--- config.mk ---
export PLATFORM = sky130hd
export DESIGN_NAME = p_cacheline_burst_adaptor_flat
export DESIGN_NICKNAME = d
export VERILOG_FILES = /design/src/rtl/p_cacheline_burst_adaptor_pkg.sv /design/src/rtl/p_cacheline_burst_adaptor_if.sv /design/src/rtl/p_cacheline_burst_adaptor_burst_line_buffer.sv /design/src/rtl/p_cacheline_burst_adaptor.sv /design/src/flat_wrapper.sv
export SDC_FILE = /design/constraint.sdc
export NUM_CORES = 1
export LEC_CHECK = 0
export BUFFER_PORTS_ARGS = -buffer_cell sky130_fd_sc_hd__buf_4
export CAP_MARGIN = 20
export CORE_AREA = 2 2 274 276
export DETAILED_ROUTE_END_ITERATION = 8
export DIE_AREA = 0 0 276 278
export HOLD_SLACK_MARGIN = 0.03
export PLACE_DENSITY = 0.57
export SLEW_MARGIN = 20
export SYNTH_ARGS = -nofsm -noshare
export SYNTH_HDL_FRONTEND = slang
export SYNTH_HIERARCHICAL = 1
export SYNTH_SLANG_ARGS = --single-unit
--- constraint.sdc ---
create_clock -name clk -period 2.4 [get_ports clk]
set_input_delay 0.24 -clock clk [delete_from_list [all_inputs] [get_ports clk]]
set_output_delay 0.24 -clock clk [all_outputs]
set_load 0.1 [all_outputs]
--- src/rtl/p_cacheline_burst_adaptor_pkg.sv ---
// Shared types and line/burst geometry for the cache-line burst adaptor.
package cacheline_adaptor_types;

    localparam int S_OFFSET       = 5;
    localparam int LINE_W         = 256;
    localparam int BURST_W        = 64;
    localparam int BEATS_PER_LINE = LINE_W / BURST_W;

    typedef enum logic [2:0] {
        IDLE     = 3'd0,
        RD_BURST = 3'd1,
        RD_DONE  = 3'd2,
        WR_BURST = 3'd3,
        WR_DONE  = 3'd4
    } cla_state_t;

endpackage

--- src/rtl/p_cacheline_burst_adaptor_if.sv ---
// Cache-side line port and memory-side burst port of the adaptor.
// slave = adaptor view, master = cache + memory view.
interface p_cacheline_burst_adaptor_if;
    import cacheline_adaptor_types::*;

    logic                pmem_read;
    logic                pmem_write;
    logic [31:0]         pmem_address;
    logic [LINE_W-1:0]   pmem_wdata;
    logic [LINE_W-1:0]   pmem_rdata;
    logic                pmem_resp;
    logic                mem_read;
    logic                mem_write;
    logic [31:0]         mem_address;
    logic [BURST_W-1:0]  burst_o;
    logic [BURST_W-1:0]  burst_i;
    logic                mem_resp;

    modport slave (
        input  pmem_read, pmem_write, pmem_address, pmem_wdata, burst_i, mem_resp,
        output pmem_rdata, pmem_resp, mem_read, mem_write, mem_address, burst_o
    );

    modport master (
        output pmem_read, pmem_write, pmem_address, pmem_wdata, burst_i, mem_resp,
        input  pmem_rdata, pmem_resp, mem_read, mem_write, mem_address, burst_o
    );

endinterface

--- src/rtl/p_cacheline_burst_adaptor_burst_line_buffer.sv ---
// Line register: 256 bits, written one 64-bit beat at a time or loaded whole.
// Latency: one cycle from write strobe to visible data; no backpressure.
module burst_line_buffer
    import cacheline_adaptor_types::*;
(
    input  logic               clk,
    input  logic               rst,
    input  logic               i_beat_we,
    input  logic [1:0]         i_beat_idx,
    input  logic [BURST_W-1:0] i_beat_dat,
    input  logic               i_load,
    input  logic [LINE_W-1:0]  i_line,
    output logic [LINE_W-1:0]  o_line
);

    logic [LINE_W-1:0] r_line;

    always_ff @(posedge clk or negedge rst) begin
        if (!rst) begin
            r_line <= '0;
        end else if (i_load) begin
            r_line <= i_line;
        end else if (i_beat_we) begin
            r_line[BURST_W*i_beat_idx +: BURST_W] <= i_beat_dat;
        end
    end

    assign o_line = r_line;

endmodule

--- src/rtl/p_cacheline_burst_adaptor.sv ---
// Cache line <-> 4x64-bit burst adaptor; write-back path built only with CLA_WRITE_EN.
// Latency: accept 1 cycle, one beat per mem_resp, pmem_resp one cycle after the 4th beat.
// Backpressure: memory stalls by withholding mem_resp; cache holds request until pmem_resp.
module p_cacheline_burst_adaptor
    import cacheline_adaptor_types::*;
(
    input  logic                        clk,
    input  logic                        rst,
    p_cacheline_burst_adaptor_if.slave  bus
);

    cla_state_t        r_state;
    cla_state_t        w_next;
    logic [1:0]        r_cnt;
    logic [31:0]       r_addr;
    logic [LINE_W-1:0] r_rdata;
    logic [LINE_W-1:0] w_rbuf_line;
    logic              w_rd_go;
    logic              w_wr_go;
    logic              w_rd_beat;
    logic              w_wr_beat;
    logic              w_unused;

    always_comb begin
        w_next    = r_state;
        w_rd_go   = 1'b0;
        w_wr_go   = 1'b0;
        w_rd_beat = 1'b0;
        w_wr_beat = 1'b0;
        case (r_state)
            IDLE: begin
`ifdef CLA_WRITE_EN
                if (bus.pmem_write) begin
                    w_wr_go = 1'b1;
                    w_next  = WR_BURST;
                end else
`endif
                if (bus.pmem_read) begin
                    w_rd_go = 1'b1;
                    w_next  = RD_BURST;
                end
            end
            RD_BURST: begin
                if (bus.mem_resp) begin
                    w_rd_beat = 1'b1;
                    if (r_cnt == 2'd3) w_next = RD_DONE;
                end
            end
            RD_DONE: w_next = IDLE;
`ifdef CLA_WRITE_EN
            WR_BURST: begin
                if (bus.mem_resp) begin
                    w_wr_beat = 1'b1;
                    if (r_cnt == 2'd3) w_next = WR_DONE;
                end
            end
            WR_DONE: w_next = IDLE;
`endif
            default: w_next = IDLE;
        endcase
    end

    always_ff @(posedge clk or negedge rst) begin
        if (!rst) begin
            r_state <= IDLE;
            r_cnt   <= 2'd0;
            r_addr  <= '0;
            r_rdata <= '0;
        end else begin
            r_state <= w_next;
            if (w_rd_go || w_wr_go) begin
                r_cnt  <= 2'd0;
                r_addr <= {bus.pmem_address[31:S_OFFSET], {S_OFFSET{1'b0}}};
            end else if (w_rd_beat || w_wr_beat) begin
                r_cnt  <= r_cnt + 2'd1;
            end
            if (r_state == RD_DONE) r_rdata <= w_rbuf_line;
        end
    end

    burst_line_buffer u_rd_buf (
        .clk        (clk),
        .rst        (rst),
        .i_beat_we  (w_rd_beat),
        .i_beat_idx (r_cnt),
        .i_beat_dat (bus.burst_i),
        .i_load     (1'b0),
        .i_line     ('0),
        .o_line     (w_rbuf_line)
    );

    // The assembling buffer is only shown during RD_DONE so the previous line stays visible mid-fill.
    assign bus.pmem_rdata  = (r_state == RD_DONE) ? w_rbuf_line : r_rdata;
    assign bus.pmem_resp   = (r_state == RD_DONE) || (r_state == WR_DONE);
    assign bus.mem_read    = (r_state == RD_BURST);
    assign bus.mem_address = r_addr;

`ifdef CLA_WRITE_EN
    logic [LINE_W-1:0] w_wline;

    burst_line_buffer u_wr_buf (
        .clk        (clk),
        .rst        (rst),
        .i_beat_we  (1'b0),
        .i_beat_idx (2'd0),
        .i_beat_dat ('0),
        .i_load     (w_wr_go),
        .i_line     (bus.pmem_wdata),
        .o_line     (w_wline)
    );

    assign bus.mem_write = (r_state == WR_BURST);
    assign bus.burst_o   = (r_state == WR_BURST) ? w_wline[BURST_W*r_cnt +: BURST_W] : '0;
    assign w_unused      = ^bus.pmem_address[S_OFFSET-1:0];
`else
    assign bus.mem_write = 1'b0;
    assign bus.burst_o   = '0;
    assign w_unused      = ^{bus.pmem_write, bus.pmem_wdata, bus.pmem_address[S_OFFSET-1:0]};
`endif

endmodule

--- src/flat_wrapper.sv ---
// flat-port wrapper written by rule: the top's interface ports become plain ports
module p_cacheline_burst_adaptor_flat import cacheline_adaptor_types::*;
  (clk, rst, bus_pmem_read, bus_pmem_write, bus_pmem_address, bus_pmem_wdata, bus_burst_i, bus_mem_resp, bus_pmem_rdata, bus_pmem_resp, bus_mem_read, bus_mem_write, bus_mem_address, bus_burst_o);
  p_cacheline_burst_adaptor_if bus_i ();
  input  logic clk;
  input  logic rst;
  input wire logic [$bits(bus_i.pmem_read)-1:0] bus_pmem_read;
  input wire logic [$bits(bus_i.pmem_write)-1:0] bus_pmem_write;
  input wire logic [$bits(bus_i.pmem_address)-1:0] bus_pmem_address;
  input wire logic [$bits(bus_i.pmem_wdata)-1:0] bus_pmem_wdata;
  input wire logic [$bits(bus_i.burst_i)-1:0] bus_burst_i;
  input wire logic [$bits(bus_i.mem_resp)-1:0] bus_mem_resp;
  output wire logic [$bits(bus_i.pmem_rdata)-1:0] bus_pmem_rdata;
  output wire logic [$bits(bus_i.pmem_resp)-1:0] bus_pmem_resp;
  output wire logic [$bits(bus_i.mem_read)-1:0] bus_mem_read;
  output wire logic [$bits(bus_i.mem_write)-1:0] bus_mem_write;
  output wire logic [$bits(bus_i.mem_address)-1:0] bus_mem_address;
  output wire logic [$bits(bus_i.burst_o)-1:0] bus_burst_o;
  assign bus_i.pmem_read = bus_pmem_read;
  assign bus_i.pmem_write = bus_pmem_write;
  assign bus_i.pmem_address = bus_pmem_address;
  assign bus_i.pmem_wdata = bus_pmem_wdata;
  assign bus_i.burst_i = bus_burst_i;
  assign bus_i.mem_resp = bus_mem_resp;
  assign bus_pmem_rdata = bus_i.pmem_rdata;
  assign bus_pmem_resp = bus_i.pmem_resp;
  assign bus_mem_read = bus_i.mem_read;
  assign bus_mem_write = bus_i.mem_write;
  assign bus_mem_address = bus_i.mem_address;
  assign bus_burst_o = bus_i.burst_o;
  p_cacheline_burst_adaptor u_core (.clk(clk), .rst(rst), .bus(bus_i));
endmodule
# == After elaboration in Yosys (flattened, before gate mapping) ==
# Index checks and enable logic that the tools add are counted.
# classes
addsub,2
multipliers,0
div_mod_pow,0
magnitude_cmp,0
n_eq_ne,7
shifts,2
muxes,12
n_bitwise,0
n_reduce_logical,4
# op_table
cell,n
bitwise mux 256 bit,1
two-way mux 256 bit,1
"variable shift 64 x 34 -> 256 bit, first input constant",1
indexed part select 64 x 34 -> 256 bit,1
negator 8 -> 34 bit,1
two-way mux 3 bit,3
case mux 3 bit (2 select lines),1
two-way mux 1 bit,4
two-way mux 2 bit,2
"inequality test 2 bit, second input constant",2
"== test 3 x 1 -> 1 bit, second input constant",1
"== test 3 x 2 -> 1 bit, second input constant",1
"== test 3 bit, second input constant",1
zero test 3 bit,1
AND reduction 3 bit,1
"adder 2 x 1 -> 2 bit, second input constant",1
"== test 2 bit, second input constant",1
"inequality test 2 x 1 -> 1 bit, second input constant",1
nonzero test 2 bit,1
logical OR 1 bit,1
# totals
ff_bits,544
latch_bits,0
ram_bits,0
mem_bits_ro,0
inputBits,357
out_inout_bits,355
mem_count,0

# == Depth between registers and ports, before layout ==
# Gate-level depths: netlist (run 1).
# depth
ltp_word,4
ltp_mapped,8
mapped_depth_nobuf,5

# == Hierarchy ==
# Netlist (run 1), hierarchy kept.
# by_module_without_submodules
module,n_inst,cells_each,area_per_inst_um2,seq_area_each_um2
p_cacheline_burst_adaptor,1,687,12414.4,7181.9
burst_line_buffer,1,868,11375.9,6406.1

# == Worst setup path before layout (run 1) ==
# Ideal clock, no wire load.
# synth_path
kind,flip-flop to flip-flop
from,register u_core.r_state[0]
to,"register u_core.u_rd_buf.r_line[132], in the netlist u_core/u_rd_buf/o_line[132]"
setup_time_ns,0.064
t_arrival_ns,3.024
setup_slack_ns,-0.688
path_stages_with_launch,9
path_buffers,3
synth_period_minus_slack_ns,3.088
cell_sequence,dfrtp_1 > nor2b_1 > and2_1 > buf_6 > nor3b_2 > and4_1 > buf_6 > buf_8 > a21o_1
# synth_between
elab_chain_cells,2
# synth_lines
element,line_no,rtl
"start, declared",p_cacheline_burst_adaptor.sv:12,cla_state_t r_state;
"start signal, assigned",p_cacheline_burst_adaptor.sv:70,r_state <= w_next;
== test 3 x 1 -> 1 bit,n/a,
net bus_mem_read,flat_wrapper.sv:15,output wire logic [$bits(bus_i.mem_read)-1:0] bus_mem_read;
two-way mux 1 bit,p_cacheline_burst_adaptor.sv:30,case (r_state)
net u_core.w_rd_beat,p_cacheline_burst_adaptor.sv:20,logic w_rd_beat;
"end signal, assigned",p_cacheline_burst_adaptor_burst_line_buffer.sv:22,r_line <= i_line;
"end signal, assigned by index",p_cacheline_burst_adaptor_burst_line_buffer.sv:24,r_line[BURST_W*i_beat_idx +: BURST_W] <= i_beat_dat;
"end, declared",p_cacheline_burst_adaptor_burst_line_buffer.sv:16,logic [LINE_W-1:0] r_line;
# The timed path passes the listed nets, and every way through them passes these cells.
# A chain may end at the register's enable or synchronous reset.

# == Final worst setup path (run 1) ==
# layout_path
from,register u_core.r_state[0]
to,output port bus_pmem_rdata[145]
# layout_between
elab_chain_cells,2
# layout_lines
element,line_no,rtl
== test 3 x 2 -> 1 bit,p_cacheline_burst_adaptor.sv:93,assign bus.pmem_rdata = (r_state == RD_DONE) ? w_rbuf_line : r_rdata;
two-way mux 256 bit,n/a,
"end, declared",flat_wrapper.sv:13,output wire logic [$bits(bus_i.pmem_rdata)-1:0] bus_pmem_rdata;
# Every way passes these cells.

==> results of run 1 <==
routing by layer:
metal,track usage [%],part of all wire [%]
met5,0,0
met4,4.81,2.0
met3,3.58,5.4
met2,29.5,49
met1,23.8,44
cells in the mapped netlist:
cell type  instances  share of area (%)
clkbuf_1          24               0.38
a21o_1           252                8.0
nor2_4             1              0.047
o21bai_1           1              0.032
and3b_1            2              0.074
and4_1             1              0.037
buf_4             77                2.4
a21o_2             4               0.15
nor3b_2            3               0.16
buf_8             15               0.95
buf_12            22                1.9
buf_2             33               0.69
buf_6             12               0.57
and4b_1            1              0.042
and3_1             1              0.026
dfrtp_1          543                 57
a22o_1           256                9.4
inv_1              2              0.032
and2_1             1              0.026
nand4bb_1          1              0.047
a21oi_4            4               0.27
conb_1             1              0.016
ha_1               6               0.32
nor2b_1            2              0.053
nor4bb_1           1              0.042
mux2_2            54                2.6
nand4bb_4          1               0.12
a211o_1            2              0.074
nand2_1            1              0.016
a31oi_1            1              0.026
nor3b_1            1              0.032
mux2_4           229                 14
area by class of cell:
type	instances	area (µm²)	area share (%)
Clock buffer	88	1790	5.12
Clock inverter	25	176	0.505
Inverter	2	7.51	0.0215
Multi-Input combinational cell	1154	9900	28.3
Sequential cell	543	13600	38.9
Tap cell	969	1210	3.47
Timing Repair Buffer	599	8280	23.7
what timing repair did:
action	4_1_cts	5_1_grt
cloned	10	10
endpoints found under the hold margin	447	0
endpoints found under the setup margin	257	256
resized for setup	537	176
hold buffers	94	0
buffers inserted	28	24
kinds of logic after synthesis:
family	share of synthesized area, %
buffers and inverters	6.90
other	0.0158
flip-flops	57.1
AO/OA/AOI/OAI	17.9
multiplexers	17.0
adder cells (fa/ha/maj)	0.316
AND/OR/NAND/NOR	0.715
how the worst min path moves through the flow:
stage,start,cells after the start,endpoint,slack [ps]
2_1_floorplan,rst,0,u_core/bus.mem_address[10]$_DFFE_PN0P_,-60
3_3_place_gp,rst,1,u_core/r_rdata[89]$_DFF_PN0_,220
3_5_place_dp,rst,1,u_core/r_rdata[89]$_DFF_PN0_,220
4_1_cts,bus_pmem_read,3,u_core/r_cnt[0]$_DFFE_PN0P_,100
5_1_grt,bus_pmem_read,3,u_core/r_cnt[0]$_DFFE_PN0P_,150
6_report,rst,2,u_core/r_rdata[89]$_DFF_PN0_,150
metrics by stage:
stage          cells  hold slack [ps]
6_report        3380              151
5_1_grt         3380              149
4_1_cts         3351             95.4
3_5_place_dp    3106              221
3_3_place_gp    3106              219
2_1_floorplan   1882            -55.6
power groups by stage:
stage                     Combinational, mW  Clock, mW  Sequential (mW)
after floorplan                        21.4          0             14.6
after global placement                 28.2          0             13.1
after detailed placement               28.3          0             13.2
after CTS                              32.7       9.36             13.1
after global routing                   35.1       9.77             13.4
final                                  34.3       9.09             13.1
registers in the layout (all words and copies together), names as in the netlist:
signal                  flops
u_core/r_rdata            256
u_core/u_rd_buf/o_line    256
u_core/bus.mem_address     27
u_core/r_cnt                2
u_core/r_state              2
critical path: stages (launching register included):
cell	delay [ps]
dfrtp_2	420
nor2b_4	130
buf_12	130
buf_12	180
buf_12	130
buf_16	160
mux2_4	330
buf_6	190
==> reports/results.txt, run 1 <==
clock-pin slew on the worst setup and hold paths -> 60 ps
Clock Latency Late Sink -> 610 ps
Tmin final -> 2540 ps
most frequent cells in the layout -> dfrtp_1 (541), conb_1 (328), a22o_1 (256)
utilization after layout -> 47.4%
gpl congestion -> 0.750
final-report setup violation count -> 224
pwr dens -> 1620 nW/µm²
core area -> 73800 µm²
Area after DPL -> 28300 µm²
DR vias/cell -> 4.62
worst path arrival time -> 2300 ps
Mapped Cells -> 1555
Critical path origin -> u_core/r_state[0]$_DFFE_PN0P_
pre-CTS setup slack -> 151 ps
Yosys warning total -> 6
first-pass GRT wire length -> 107000 µm
Vias -> 15629
CTS tree -> done
Reg2Reg Setup Slack -> 160 ps
initial antenna violation count -> 0
most common cell after layout, fill and taps aside -> dfrtp_1
CTS Sinks -> 543
Reg power frac -> 23.2%
Clk pwr share -> 16.1%
Cell Rows -> 100
share of cells above drive strength 1 -> 37.6%
# port buffers -> 379
Clock Skews -> 14.0 ps
die area -> 76700 µm²
Post-Layout Inst Area -> 35000 µm²
Fin. Hold Viols -> 0
hold crit path type -> in -> async
Yosys reg bits -> 543
synthesized area per cell -> 15.3 µm²
slew at the pin closest to its max-slew limit -> 568 ps
Synth cell types -> 32
CTS root buffer -> clkbuf_16
Int Pwr -> 28.8 mW
worst setup path category -> reg -> out
Gate power share -> 60.7%
setup slack after layout -> -143 ps
worst r2r src -> u_core/r_state[0]$_DFFE_PN0P_
Worst Setup EP -> bus_pmem_rdata[145]
Die Width -> 276 µm
Fillers -> 6321
worst-path fanout max -> 13
kind of end point of the critical path -> output port
Tcrit/Tclk final -> 106%
Slew Viols, Final -> 0
RSZ-0062 raised after global routing -> yes
status -> finished with violations
Max clock buf depth -> 3
drt first pass iters -> 8
violated checks -> DRC, setup timing
vias in the first global route -> 17118
max frequency -> 0.393 GHz
register area share after synthesis -> 57.1%
ant diodes -> 0
Max VDD drop -> 1560 µV
effective utilization at floorplan -> 32.2%
DP HPWL -> 40400 µm
Slew headroom -> 62.1%
Leak -> 17.9 nW
P_sw -> 27.7 mW
Tot GR Track Use -> 17.8%
Total Power -> 56.5 mW
synthesized area -> 23800 µm²
Die Height -> 278 µm
Sw Ratio -> 49.0%
Detailed Route WL -> 70400 µm
cts bufs inserted -> 61
total gr overflow -> 0
Layout area overhead -> 47.0%
DR WL/cell -> 20.8 µm
ANT nets after route -> 0
NumNets Final -> 2724
Initial DRC Count -> 877
FF-to-FF End -> u_core/u_rd_buf/o_line[102]$_DFFE_PN0P_
# DRC -> 16
Critical Path Source Type -> flop
largest net degree at the start of global routing -> 263
# H-tree levels -> 2
final setup TNS -> -16450 ps
Req. time, crit path -> 2160 ps
max cap viols -> 0
IO Pins -> 712
worst reg2reg path depth -> 8
(Power assumes the default switching activity.)
==> run 2: changes to the inputs <==
--- a/config.mk
+++ b/config.mk
@@ -5,6 +5,7 @@
 export SDC_FILE = /design/constraint.sdc
 export NUM_CORES = 1
 export LEC_CHECK = 0
+export ABC_CLOCK_PERIOD_IN_PS = 2500
 export BUFFER_PORTS_ARGS = -buffer_cell sky130_fd_sc_hd__buf_4
 export CAP_MARGIN = 20
 export CORE_AREA = 2 2 274 276
==> constraint.sdc (replaced) <==
create_clock -name clk -period 2.5 [get_ports clk]
set_input_delay 0.25 -clock clk [delete_from_list [all_inputs] [get_ports clk]]
set_output_delay 0.25 -clock clk [all_outputs]
set_load 0.1 [all_outputs]
==> reports/results.txt, run 2 (synthesized netlist as in run 1, its figures left out) <==
status -> finished with violations (unchanged)
violated checks -> DRC, setup timing (unchanged)
ant diodes -> 0 (unchanged)
hold crit path type -> in -> reg (was in -> async)
setup slack after layout -> -40.7 ps (was -143 ps)
ANT nets after route -> 0 (unchanged)
final setup TNS -> -868 ps (was -16450 ps)
Max clock buf depth -> 3 (unchanged)
# port buffers -> 379 (unchanged)
effective utilization at floorplan -> 32.2% (unchanged)
Slew Viols, Final -> 0 (unchanged)
slew at the pin closest to its max-slew limit -> 621 ps (was 568 ps)
Cell Rows -> 100 (unchanged)
DP HPWL -> 40100 µm (was 40400 µm)
met3 usage -> 4.07% (was 3.58%)
initial antenna violation count -> 0 (unchanged)
largest net degree at the start of global routing -> 263 (unchanged)
Clock Latency Late Sink -> 610 ps (about the same)
Die Width -> 276 µm (unchanged)
Fin. Hold Viols -> 0 (unchanged)
final-report setup violation count -> 45 (was 224)
DR vias/cell -> 4.61 (was 4.62)
CTS tree -> done (unchanged)
Tmin final -> 2540 ps
total gr overflow -> 0 (unchanged)
max frequency -> 0.394 GHz
first-pass GRT wire length -> 106000 µm (was 107000 µm)
core area -> 73800 µm² (unchanged)
Clock Skews -> 13.6 ps (was 14.0 ps)
most frequent cells in the layout -> dfrtp_1 (541), conb_1 (328), a22o_1 (256) (unchanged)
Initial DRC Count -> 839 (was 877)
# H-tree levels -> 2 (unchanged)
max cap viols -> 0 (unchanged)
worst path arrival time -> 2290 ps (was 2300 ps)
Tcrit/Tclk final -> 102%
RSZ-0062 raised after global routing -> yes (unchanged)
drt first pass iters -> 7 (was 8)
Vias -> 15442 (was 15629)
Slew headroom -> 58.6% (was 62.1%)
slowest cell on the critical path -> dfrtp_2 (unchanged)
worst setup path category -> reg -> out (unchanged)
die area -> 76700 µm² (unchanged)
share of cells above drive strength 1 -> 37.1% (was 37.6%)
Tot GR Track Use -> 17.7% (was 17.8%)
register area -> 13600 µm² (unchanged)
Req. time, crit path -> 2250 ps (was 2160 ps)
crit-path cells -> nor2b_4, buf_12, buf_16, buf_12, clkbuf_16, mux2_4, buf_12 (was nor2b_4, buf_12, buf_12, buf_12, buf_16, mux2_4, buf_6)
clock-pin slew on the worst setup and hold paths -> 60 ps (about the same)
most common cell after layout, fill and taps aside -> dfrtp_1 (unchanged)
multi-input logic area -> 9890 µm² (was 9900 µm²)
Layout area overhead -> 43.8% (was 47.0%)
Die Height -> 278 µm (unchanged)
cts bufs inserted -> 59 (was 61)
CTS Sinks -> 543 (unchanged)
CP most frequent cell -> buf_12 (unchanged)
most crowded layer after global routing -> met2 (unchanged)
# DRC -> 19 (was 16)
IO Pins -> 712 (unchanged)
Critical Path Source Type -> flop (unchanged)
met1 Track Usage GR -> 23.3% (was 23.8%)
Detailed Route WL -> 69200 µm (was 70400 µm)
CTS root buffer -> clkbuf_16 (unchanged)
CP peak stage delay -> 430 ps (was 420 ps)
worst-path fanout max -> 7 (was 13)
gpl congestion -> 0.751 (was 0.750)
NumNets Final -> 2697 (was 2724)
met2 usage -> 29.5% (about the same)
utilization after layout -> 46.3% (was 47.4%)
Fillers -> 6414 (was 6321)
vias in the first global route -> 16937 (was 17118)
DR WL/cell -> 20.7 µm (was 20.8 µm)
kind of end point of the critical path -> output port (unchanged)
==> run 2: cell count changes in the layout (fill, tap and decap cells not counted), moves of 6 or more <==
cell	before	now
buf_8	27	11
clkbuf_1	13	7
buf_6	63	124
buf_4	179	166
buf_12	212	161
==> run 2: worst max-delay path: cells and delay by family (launching register included) <==
family	cells	cell delay, ps
buffers and inverters	5	760
multiplexers	1	330
AND/OR/NAND/NOR	1	130
flip-flops	1	430
==> run 2: worst paths after layout <==
kind | from | end | slack [ps] | cells after the start
setup / recovery | u_core/r_state[0]$_DFFE_PN0P_ | bus_pmem_rdata[217] | -40 | 7
hold / removal | bus_pmem_read | u_core/r_cnt[1]$_DFFE_PN0P_ | 150 | 3
setup reg to reg | u_core/r_state[0]$_DFFE_PN0P_ | u_core/u_rd_buf/o_line[50]$_DFFE_PN0P_ | 220 | 8
hold reg to reg | u_core/r_rdata[200]$_DFF_PN0_ | u_core/r_rdata[200]$_DFF_PN0_ | 500 | 1
max in group asynchronous | rst | u_core/r_rdata[247]$_DFF_PN0_ | 1350 | 4
min in group asynchronous | rst | u_core/r_rdata[91]$_DFF_PN0_ | 190 | 2
==> run 2: final cells by class <==
type | count | area share [%]
Tap cell | 969 | 3.54
Clock inverter | 29 | 0.973
Clock buffer | 81 | 5.06
Inverter | 2 | 0.0219
Sequential cell | 543 | 39.7
Multi-Input combinational cell | 1154 | 28.9
Timing Repair Buffer | 574 | 21.8
==> run 2: metal layers <==
metal	vias up	share of wire (%)
li1	6916	-
met1	8059	44
met2	383	49
met3	84	5.2
met4	0	1.9
met5	-	0
==> run 2: through the flow <==
| stage | worst slack, ps | hold WS [ps] | cell area (µm²) | cells |
|---|---|---|---|---|
| final | -40.7 | 155 | 34200 | 3352 |
| after global routing | -131 | 131 | 34200 | 3352 |
| after CTS | -135 | 94.4 | 33200 | 3326 |
| after detailed placement | 203 | 244 | 28200 | 3104 |
| after global placement | 279 | 251 | 28200 | 3104 |
| after floorplan | 322 | -45.6 | 25000 | 1882 |
==> run 2: what timing repair did <==
item | CTS | global route
endpoints found under the setup margin | 252 | 255
hold endpoints to repair | 412 | 0
hold buffers | 94 | 0
buffers inserted | 11 | 22
gates resized for setup | 420 | 162
gates cloned | 7 | 6
Power of run 2 is not shown: default switching activity piles up to over one toggle a cycle in this logic, so the estimate is an artifact.
